===== src/rtl/instruction_decode.sv =====
// MIPS32 decode stage: IF/ID register, 32x32 register file with write-through
// bypass, field decode, load-use stall detection and the ID/EX register.
module instruction_decode (
  input  logic        clk,
  input  logic        rst_n,
  input  logic [31:0] instr,
  input  logic [31:0] pc_in,
  input  logic        load_mem_en,
  input  logic        wb_en,
  input  logic [4:0]  wb_addr,
  input  logic [31:0] wb_data,
  output logic        stall,
  output logic [31:0] ex_pc,
  output logic [31:0] ex_rs_data,
  output logic [31:0] ex_rt_data,
  output logic [31:0] ex_imm,
  output logic [4:0]  ex_shamt,
  output logic [4:0]  ex_rs_addr,
  output logic [4:0]  ex_rt_addr,
  output logic [4:0]  ex_dst_addr,
  output logic [3:0]  ex_alu_op,
  output logic        ex_alu_src,
  output logic        ex_reg_write,
  output logic        ex_mem_read,
  output logic        ex_mem_write,
  output logic        ex_mem_to_reg,
  output logic        ex_branch,
  output logic        ex_bne,
  output logic        ex_jump,
  output logic [31:0] ex_jump_target,
  output logic        ex_illegal
);

  localparam logic [5:0] OP_RTYPE = 6'h00;
  localparam logic [5:0] OP_J     = 6'h02;
  localparam logic [5:0] OP_BEQ   = 6'h04;
  localparam logic [5:0] OP_BNE   = 6'h05;
  localparam logic [5:0] OP_ADDI  = 6'h08;
  localparam logic [5:0] OP_ANDI  = 6'h0C;
  localparam logic [5:0] OP_ORI   = 6'h0D;
  localparam logic [5:0] OP_LUI   = 6'h0F;
  localparam logic [5:0] OP_LW    = 6'h23;
  localparam logic [5:0] OP_SW    = 6'h2B;

  localparam logic [5:0] FN_SLL = 6'h00;
  localparam logic [5:0] FN_SRL = 6'h02;
  localparam logic [5:0] FN_ADD = 6'h20;
  localparam logic [5:0] FN_SUB = 6'h22;
  localparam logic [5:0] FN_AND = 6'h24;
  localparam logic [5:0] FN_OR  = 6'h25;
  localparam logic [5:0] FN_SLT = 6'h2A;

  typedef enum logic [3:0] {
    ALU_ADD      = 4'd0,
    ALU_SUB      = 4'd1,
    ALU_AND      = 4'd2,
    ALU_OR       = 4'd3,
    ALU_SLT      = 4'd4,
    ALU_SLL      = 4'd5,
    ALU_SRL      = 4'd6,
    ALU_PASS_IMM = 4'd7
  } alu_op_e;

  typedef struct packed {
    logic [31:0] pc;
    logic [31:0] rs_data;
    logic [31:0] rt_data;
    logic [31:0] imm;
    logic [31:0] jump_target;
    logic [4:0]  shamt;
    logic [4:0]  rs_addr;
    logic [4:0]  rt_addr;
    logic [4:0]  dst_addr;
    alu_op_e     alu_op;
    logic        alu_src;
    logic        reg_write;
    logic        mem_read;
    logic        mem_write;
    logic        mem_to_reg;
    logic        branch;
    logic        bne;
    logic        jump;
    logic        illegal;
  } idex_t;

  logic [31:0] ifid_instr_q, ifid_instr_d;
  logic [31:0] ifid_pc_q, ifid_pc_d;
  logic [31:0] regs_q [32];
  idex_t       idex_q, idex_d, dec;

  logic [5:0]  op, funct;
  logic [4:0]  rs, rt, rd;
  logic [15:0] imm16;
  logic [31:0] imm_sext, imm_zext;
  logic [31:0] rs_data, rt_data;
  logic        uses_rs, uses_rt, illegal;

  assign op       = ifid_instr_q[31:26];
  assign rs       = ifid_instr_q[25:21];
  assign rt       = ifid_instr_q[20:16];
  assign rd       = ifid_instr_q[15:11];
  assign funct    = ifid_instr_q[5:0];
  assign imm16    = ifid_instr_q[15:0];
  assign imm_sext = {{16{imm16[15]}}, imm16};
  assign imm_zext = {16'h0, imm16};

  // NOTE: the register file is reset entry by entry, so it maps to flops rather than a RAM macro.
  always_ff @(posedge clk or negedge rst_n) begin
    if (!rst_n) begin
      for (int i = 0; i < 32; i++) regs_q[i] <= '0;
    end else if (wb_en && wb_addr != 5'd0) begin
      regs_q[wb_addr] <= wb_data;
    end
  end

  // Same-cycle writeback is forwarded so decode never sees a stale operand.
  always_comb begin
    rs_data = regs_q[rs];
    rt_data = regs_q[rt];
    if (rs == 5'd0)                     rs_data = '0;
    else if (wb_en && wb_addr == rs)    rs_data = wb_data;
    if (rt == 5'd0)                     rt_data = '0;
    else if (wb_en && wb_addr == rt)    rt_data = wb_data;
  end

  // NOTE: every field gets a default before the case, so no latch can be inferred.
  always_comb begin
    dec             = '0;
    illegal         = 1'b0;
    dec.pc          = ifid_pc_q;
    dec.rs_addr     = rs;
    dec.rt_addr     = rt;
    dec.rs_data     = rs_data;
    dec.rt_data     = rt_data;
    dec.shamt       = ifid_instr_q[10:6];
    dec.jump_target = {ifid_pc_q[31:28], ifid_instr_q[25:0], 2'b00};
    case (op)
      OP_RTYPE: begin
        dec.dst_addr  = rd;
        dec.reg_write = 1'b1;
        case (funct)
          FN_ADD:  dec.alu_op = ALU_ADD;
          FN_SUB:  dec.alu_op = ALU_SUB;
          FN_AND:  dec.alu_op = ALU_AND;
          FN_OR:   dec.alu_op = ALU_OR;
          FN_SLT:  dec.alu_op = ALU_SLT;
          FN_SLL:  dec.alu_op = ALU_SLL;
          FN_SRL:  dec.alu_op = ALU_SRL;
          default: illegal    = 1'b1;
        endcase
      end
      OP_ADDI, OP_ANDI, OP_ORI, OP_LUI, OP_LW, OP_SW: begin
        dec.dst_addr  = rt;
        dec.alu_src   = 1'b1;
        dec.reg_write = (op != OP_SW);
        dec.imm       = imm_sext;
        dec.alu_op    = ALU_ADD;
        case (op)
          OP_ANDI: begin dec.alu_op = ALU_AND; dec.imm = imm_zext; end
          OP_ORI:  begin dec.alu_op = ALU_OR;  dec.imm = imm_zext; end
          OP_LUI:  begin dec.alu_op = ALU_PASS_IMM; dec.imm = {imm16, 16'h0}; end
          OP_LW:   begin dec.mem_read = 1'b1; dec.mem_to_reg = 1'b1; end
          OP_SW:   dec.mem_write = 1'b1;
          default: ;
        endcase
      end
      OP_BEQ, OP_BNE: begin
        dec.alu_op = ALU_SUB;
        dec.branch = 1'b1;
        dec.bne    = (op == OP_BNE);
        dec.imm    = imm_sext;
      end
      OP_J:    dec.jump = 1'b1;
      default: illegal  = 1'b1;
    endcase
    if (illegal) begin
      dec.alu_op     = ALU_ADD;
      dec.alu_src    = 1'b0;
      dec.reg_write  = 1'b0;
      dec.mem_read   = 1'b0;
      dec.mem_write  = 1'b0;
      dec.mem_to_reg = 1'b0;
      dec.dst_addr   = '0;
      dec.illegal    = 1'b1;
    end
    // Writes to $0 are architecturally void; dropping them here makes NOP inert.
    if (dec.dst_addr == 5'd0) dec.reg_write = 1'b0;
  end

  assign uses_rs = !(op == OP_J || op == OP_LUI);
  assign uses_rt = (op == OP_RTYPE) || (op == OP_SW) || (op == OP_BEQ) || (op == OP_BNE);
  assign stall   = idex_q.mem_read && (idex_q.dst_addr != 5'd0) &&
                   ((idex_q.dst_addr == rs && uses_rs) || (idex_q.dst_addr == rt && uses_rt));

  // Program load outranks a stall: the pipe is flushed to NOPs and bubbles.
  always_comb begin
    ifid_instr_d = ifid_instr_q;
    ifid_pc_d    = ifid_pc_q;
    if (load_mem_en) begin
      ifid_instr_d = '0;
      ifid_pc_d    = '0;
    end else if (!stall) begin
      ifid_instr_d = instr;
      ifid_pc_d    = pc_in;
    end
    idex_d = (stall || load_mem_en) ? '0 : dec;
  end

  // NOTE: sequential state uses non-blocking assignments so all flops update from pre-edge values.
  always_ff @(posedge clk or negedge rst_n) begin
    if (!rst_n) begin
      ifid_instr_q <= '0;
      ifid_pc_q    <= '0;
      idex_q       <= '0;
    end else begin
      ifid_instr_q <= ifid_instr_d;
      ifid_pc_q    <= ifid_pc_d;
      idex_q       <= idex_d;
    end
  end

  assign ex_pc          = idex_q.pc;
  assign ex_rs_data     = idex_q.rs_data;
  assign ex_rt_data     = idex_q.rt_data;
  assign ex_imm         = idex_q.imm;
  assign ex_shamt       = idex_q.shamt;
  assign ex_rs_addr     = idex_q.rs_addr;
  assign ex_rt_addr     = idex_q.rt_addr;
  assign ex_dst_addr    = idex_q.dst_addr;
  assign ex_alu_op      = idex_q.alu_op;
  assign ex_alu_src     = idex_q.alu_src;
  assign ex_reg_write   = idex_q.reg_write;
  assign ex_mem_read    = idex_q.mem_read;
  assign ex_mem_write   = idex_q.mem_write;
  assign ex_mem_to_reg  = idex_q.mem_to_reg;
  assign ex_branch      = idex_q.branch;
  assign ex_bne         = idex_q.bne;
  assign ex_jump        = idex_q.jump;
  assign ex_jump_target = idex_q.jump_target;
  assign ex_illegal     = idex_q.illegal;

endmodule

===== config.mk =====
export PLATFORM = sky130hd
export DESIGN_NAME = instruction_decode
export DESIGN_NICKNAME = d
export VERILOG_FILES = /design/src/rtl/instruction_decode.sv
export SDC_FILE = /design/constraint.sdc
export NUM_CORES = 2
export LEC_CHECK = 0
export CAP_MARGIN = 20
export CORE_UTILIZATION = 56
export DETAILED_ROUTE_END_ITERATION = 12
export HOLD_SLACK_MARGIN = 0.06
export PLACE_DENSITY = 0.75
export SLEW_MARGIN = 20
export SYNTH_ARGS = -nofsm -noshare
export SYNTH_HDL_FRONTEND = slang
export SYNTH_SLANG_ARGS = --single-unit

===== constraint.sdc =====
create_clock -name clk -period 5.1 [get_ports clk]
set_input_delay 0.765 -clock clk [delete_from_list [all_inputs] [get_ports clk]]
set_output_delay 0.765 -clock clk [all_outputs]
set_load 0.02 [all_outputs]

==> metrics.csv <==
stage,metric,value,unit
worst_setup_path,highest fanout seen on the critical path,28,
sta,unrepaired setup endpoints after global routing,no,
power_and_ir_drop,worst-case vdd ir drop,371.5,µV
detailed_routing,sum of routed wire length over all layers,179.8,mm
power_and_ir_drop,leakage power figure,30.77,nW
clocking,clk slew on worst S/H paths,60,ps
min_path,class of the tightest hold or removal check,in -> async,
placed_design,number of buffers added on ports,295,
sta,final setup violating endpoints,0,
floorplan,initial cell density of the core,0.5663,
yosys,"Seq/Total Area, Yosys",0.4928,
detailed_routing,post-detailed-route count of antenna-violating nets,0,
floorplan,Std-Cell Rows,123,
detailed_routing,drt drc,0,
cells_and_area,combined area of the multi-input logic cells,0.03029,mm²
clocking,post-CTS setup buffer count,0,
placed_design,HPWL reported at the end of detailed placement,105.2,mm
worst_setup_path,Crit path required time,4340,ps
detailed_routing,Vias/cell,6.783,
yosys,dominant synthesized flop cell,sky130_fd_sc_hd__dfrtp_1,
cells_and_area,core occupancy in the finished layout,0.6395,
yosys,share of flip-flops with an asynchronous set or reset after synthesis,1.000,
placed_design,pre-CTS setup slack,1190,ps
placed_design,area after detailed placement,0.06769,mm²
clocking,cell chosen for the clock root,sky130_fd_sc_hd__clkbuf_16,
clocking,Resized cells post-CTS,0,
floorplan,Core ar.,0.1128,mm²
floorplan,number of primary I/O pins,299,
worst_setup_path,arrival time of the worst setup path,3520,ps
sta,largest clock skew in the final design,30.80,ps
clocking,clock latency on the worst-skew pair,760,ps
sta,total count of hold-check failures in the final report,0,
yosys,synthesized instance count,4564,
floorplan,Die W,339.7,µm
sta,Fmax,233.6,MHz
run_status,status,completed,
sta,Setup TNS,0,ps
floorplan,die footprint,0.1154,mm²
clocking,# H-tree levels,4,
cells_and_area,"leading cell types in the layout, fill and taps excluded","sky130_fd_sc_hd__dfrtp_1, sky130_fd_sc_hd__mux2_2, sky130_fd_sc_hd__mux4_2",
clocking,clock tree from TritonCTS,yes,
yosys,#FFs+latches synth,1258,
yosys,number of distinct library cell variants in the gate-level netlist after synthesis,56,
yosys,count of flip-flops with a built-in enable after synthesis,0,
placed_design,global placement routability congestion,0.8331,
cells_and_area,Final nets,4681,
grt,antenna violations before repair,10,
cells_and_area,FF/Latch Area,0.03150,mm²
worst_setup_path,Worst setup SP type,flop,
worst_setup_path,category of the worst setup path capture point,output port,
grt,GRT Util Overall,0.3164,
clocking,count of hold-fix buffers inserted at cts,0,
grt,wire length of the first global-routing pass,275.3,mm
cells_and_area,Area growth syn-to-layout,12.93,%
sta,pin slew with the least headroom to its limit,1269,ps
power_and_ir_drop,power per standard cell area,387.1,mW/mm²
sta,minimum setup slack in the final design,819.3,ps
detailed_routing,total iterations of the first detailed-routing run,6,
detailed_routing,starting DRC count in detailed routing,3915,
run,number of max-capacitance violations reported,0,
cells_and_area,number of inserted filler cells in the final layout,8046,
cells_and_area,Layout Cell Area excl Fill,0.07214,mm²
clocking,sink count of the clock tree,1258,
yosys,syn avg cell area,14.00,µm²
grt,vias in the first global route,43100,
detailed_routing,routed via count,41960,
grt,total gr overflow,0,
sta,final slew viol count,0,
clocking,total clock buffers created by CTS,135,
worst_setup_path,WS Path Type,reg -> out,
yosys,total of warnings raised by yosys,0,
clocking,deepest clock path buffer count,3,
yosys,cell area after synthesis,0.06388,mm²
sta,Tmin final,4281,ps
cells_and_area,ratio of cells with drive above 1 in the final layout,0.4369,
sta,worst-case headroom to the max-slew limit,0.1537,
detailed_routing,routed length per instance,29.06,µm
sta,post-route clock period utilization,0.8394,
floorplan,die extent in y,339.7,µm
grt,largest net degree at the start of global routing,130,
cells_and_area,"most common cell after layout, fill and taps aside",sky130_fd_sc_hd__dfrtp_1,
[cell families (layout without fill, tap and decap cells)]
kind of cell,Yosys count,count (layout),share of synthesized area
xor+xnor,20,20,0.002742
other cells,1,6,0.00005870
simple gates,482,482,0.03919
flops,1258,1258,0.4928
compound gates,517,517,0.05275
mux,1754,1754,0.3757
buf+inv,532,649,0.03678
[critical path: stages, from the launching register on]
cell and delay (ps):
sky130_fd_sc_hd__dfrtp_4 600, sky130_fd_sc_hd__xnor2_1 190, sky130_fd_sc_hd__nand4_1 170, sky130_fd_sc_hd__or4b_2 1010
sky130_fd_sc_hd__nand2_1 170, sky130_fd_sc_hd__clkdlybuf4s50_1 620
[area by class of cell]
class | instances | area share
timing repair buffer | 403 | 0.05412
inverter | 2 | 0.0001041
sequential | 1258 | 0.4367
tap | 1500 | 0.02602
multi-input combinational | 2776 | 0.4200
clock inverter | 43 | 0.006955
clock buffer | 201 | 0.05604
antenna | 3 | 0.0001041
[power by group]
| group | switching [mW] | internal [mW] | total (mW) |
|---|---|---|---|
| Sequential | 1.23 | 11.6 | 12.9 |
| Combinational | 2.04 | 2.99 | 5.03 |
| Clock | 4.09 | 5.95 | 10.0 |
| Total | 7.36 | 20.6 | 27.9 |
[worst paths after layout]
| check | startpoint | endpoint | slack (ps) | depth (start not counted) |
|---|---|---|---|---|
| worst max-delay path | ifid_instr_q[18] | stall | 820 | 5 |
| worst min-delay path | rst_n | ex_pc[24] | 20 | 1 |
| worst max register to register | ex_dst_addr[1] | ex_rs_data[5] | 1130 | 6 |
| worst min register to register | regs_q[1020] | regs_q[1020] | 390 | 0 |
| max in group asynchronous | rst_n | regs_q[399] | 3720 | 2 |
| min in group clk | regs_q[1020] | regs_q[1020] | 390 | 0 |
[per-stage QoR]
| stage | power [mW] | hold WS, ps | instances |
|---|---|---|---|
| finish | 27.92 | 21.67 | 6186 |
| global route | 29.02 | 81.78 | 6186 |
| CTS | 28.00 | 67.18 | 6183 |
| detailed placement | 17.98 | 383.3 | 5939 |
| global placement | 17.69 | 376.3 | 5938 |
| floorplan | 16.36 | 441.3 | 4566 |
[synthesized netlist by cell type, types with 6 or more instances]
cell | n | area [µm²]
sky130_fd_sc_hd__dfrtp_1 | 1258 | 31480
sky130_fd_sc_hd__mux2_2 | 1237 | 13930
sky130_fd_sc_hd__mux4_2 | 391 | 8806
sky130_fd_sc_hd__clkbuf_1 | 295 | 1107
sky130_fd_sc_hd__o22ai_1 | 184 | 1151
sky130_fd_sc_hd__nor2_1 | 151 | 566.8
sky130_fd_sc_hd__mux2i_1 | 126 | 1261
sky130_fd_sc_hd__buf_2 | 122 | 610.6
sky130_fd_sc_hd__o21ai_0 | 90 | 450.4
sky130_fd_sc_hd__a21oi_1 | 86 | 430.4
sky130_fd_sc_hd__and2_1 | 78 | 488.0
sky130_fd_sc_hd__nand3_1 | 69 | 345.3
sky130_fd_sc_hd__buf_1 | 65 | 244.0
sky130_fd_sc_hd__a2111oi_0 | 61 | 534.3
sky130_fd_sc_hd__a22o_1 | 60 | 525.5
sky130_fd_sc_hd__nor3_1 | 51 | 255.2
sky130_fd_sc_hd__nor4_1 | 35 | 219.0
sky130_fd_sc_hd__buf_4 | 31 | 232.7
sky130_fd_sc_hd__nand2_1 | 29 | 108.9
sky130_fd_sc_hd__o21a_1 | 15 | 112.6
sky130_fd_sc_hd__xor2_1 | 14 | 122.6
sky130_fd_sc_hd__buf_6 | 10 | 112.6
sky130_fd_sc_hd__nor3b_1 | 10 | 75.07
sky130_fd_sc_hd__nand2b_1 | 9 | 56.30
sky130_fd_sc_hd__a22oi_1 | 7 | 52.55
sky130_fd_sc_hd__and3b_1 | 7 | 61.31
sky130_fd_sc_hd__clkbuf_2 | 7 | 35.03
sky130_fd_sc_hd__and3_1 | 6 | 37.54
sky130_fd_sc_hd__nand3b_1 | 6 | 45.04
sky130_fd_sc_hd__nor2b_1 | 6 | 37.54
sky130_fd_sc_hd__xnor2_1 | 6 | 52.55
[flip-flops by register name (all words and copies together) (netlist names), 3 cells and up]
signal / cells
regs_q: 1024
ex_imm: 32
ex_rs_data: 32
ex_rt_data: 32
ifid_instr_q: 32
ifid_pc_q: 32
ex_pc: 31
ex_jump_target: 15
ex_dst_addr: 5
ex_rs_addr: 4
ex_rt_addr: 4
ex_shamt: 4
ex_alu_op: 3
[metal layers]
layer	track usage	vias up	share of wire
met5	0.009395	-	0.0011
met4	0.1223	8	0.037
met3	0.06373	432	0.079
met2	0.4991	1972	0.48
met1	0.4342	22270	0.41
li1	-	17280	-
Note: power is estimated with default switching activity, not from simulation.
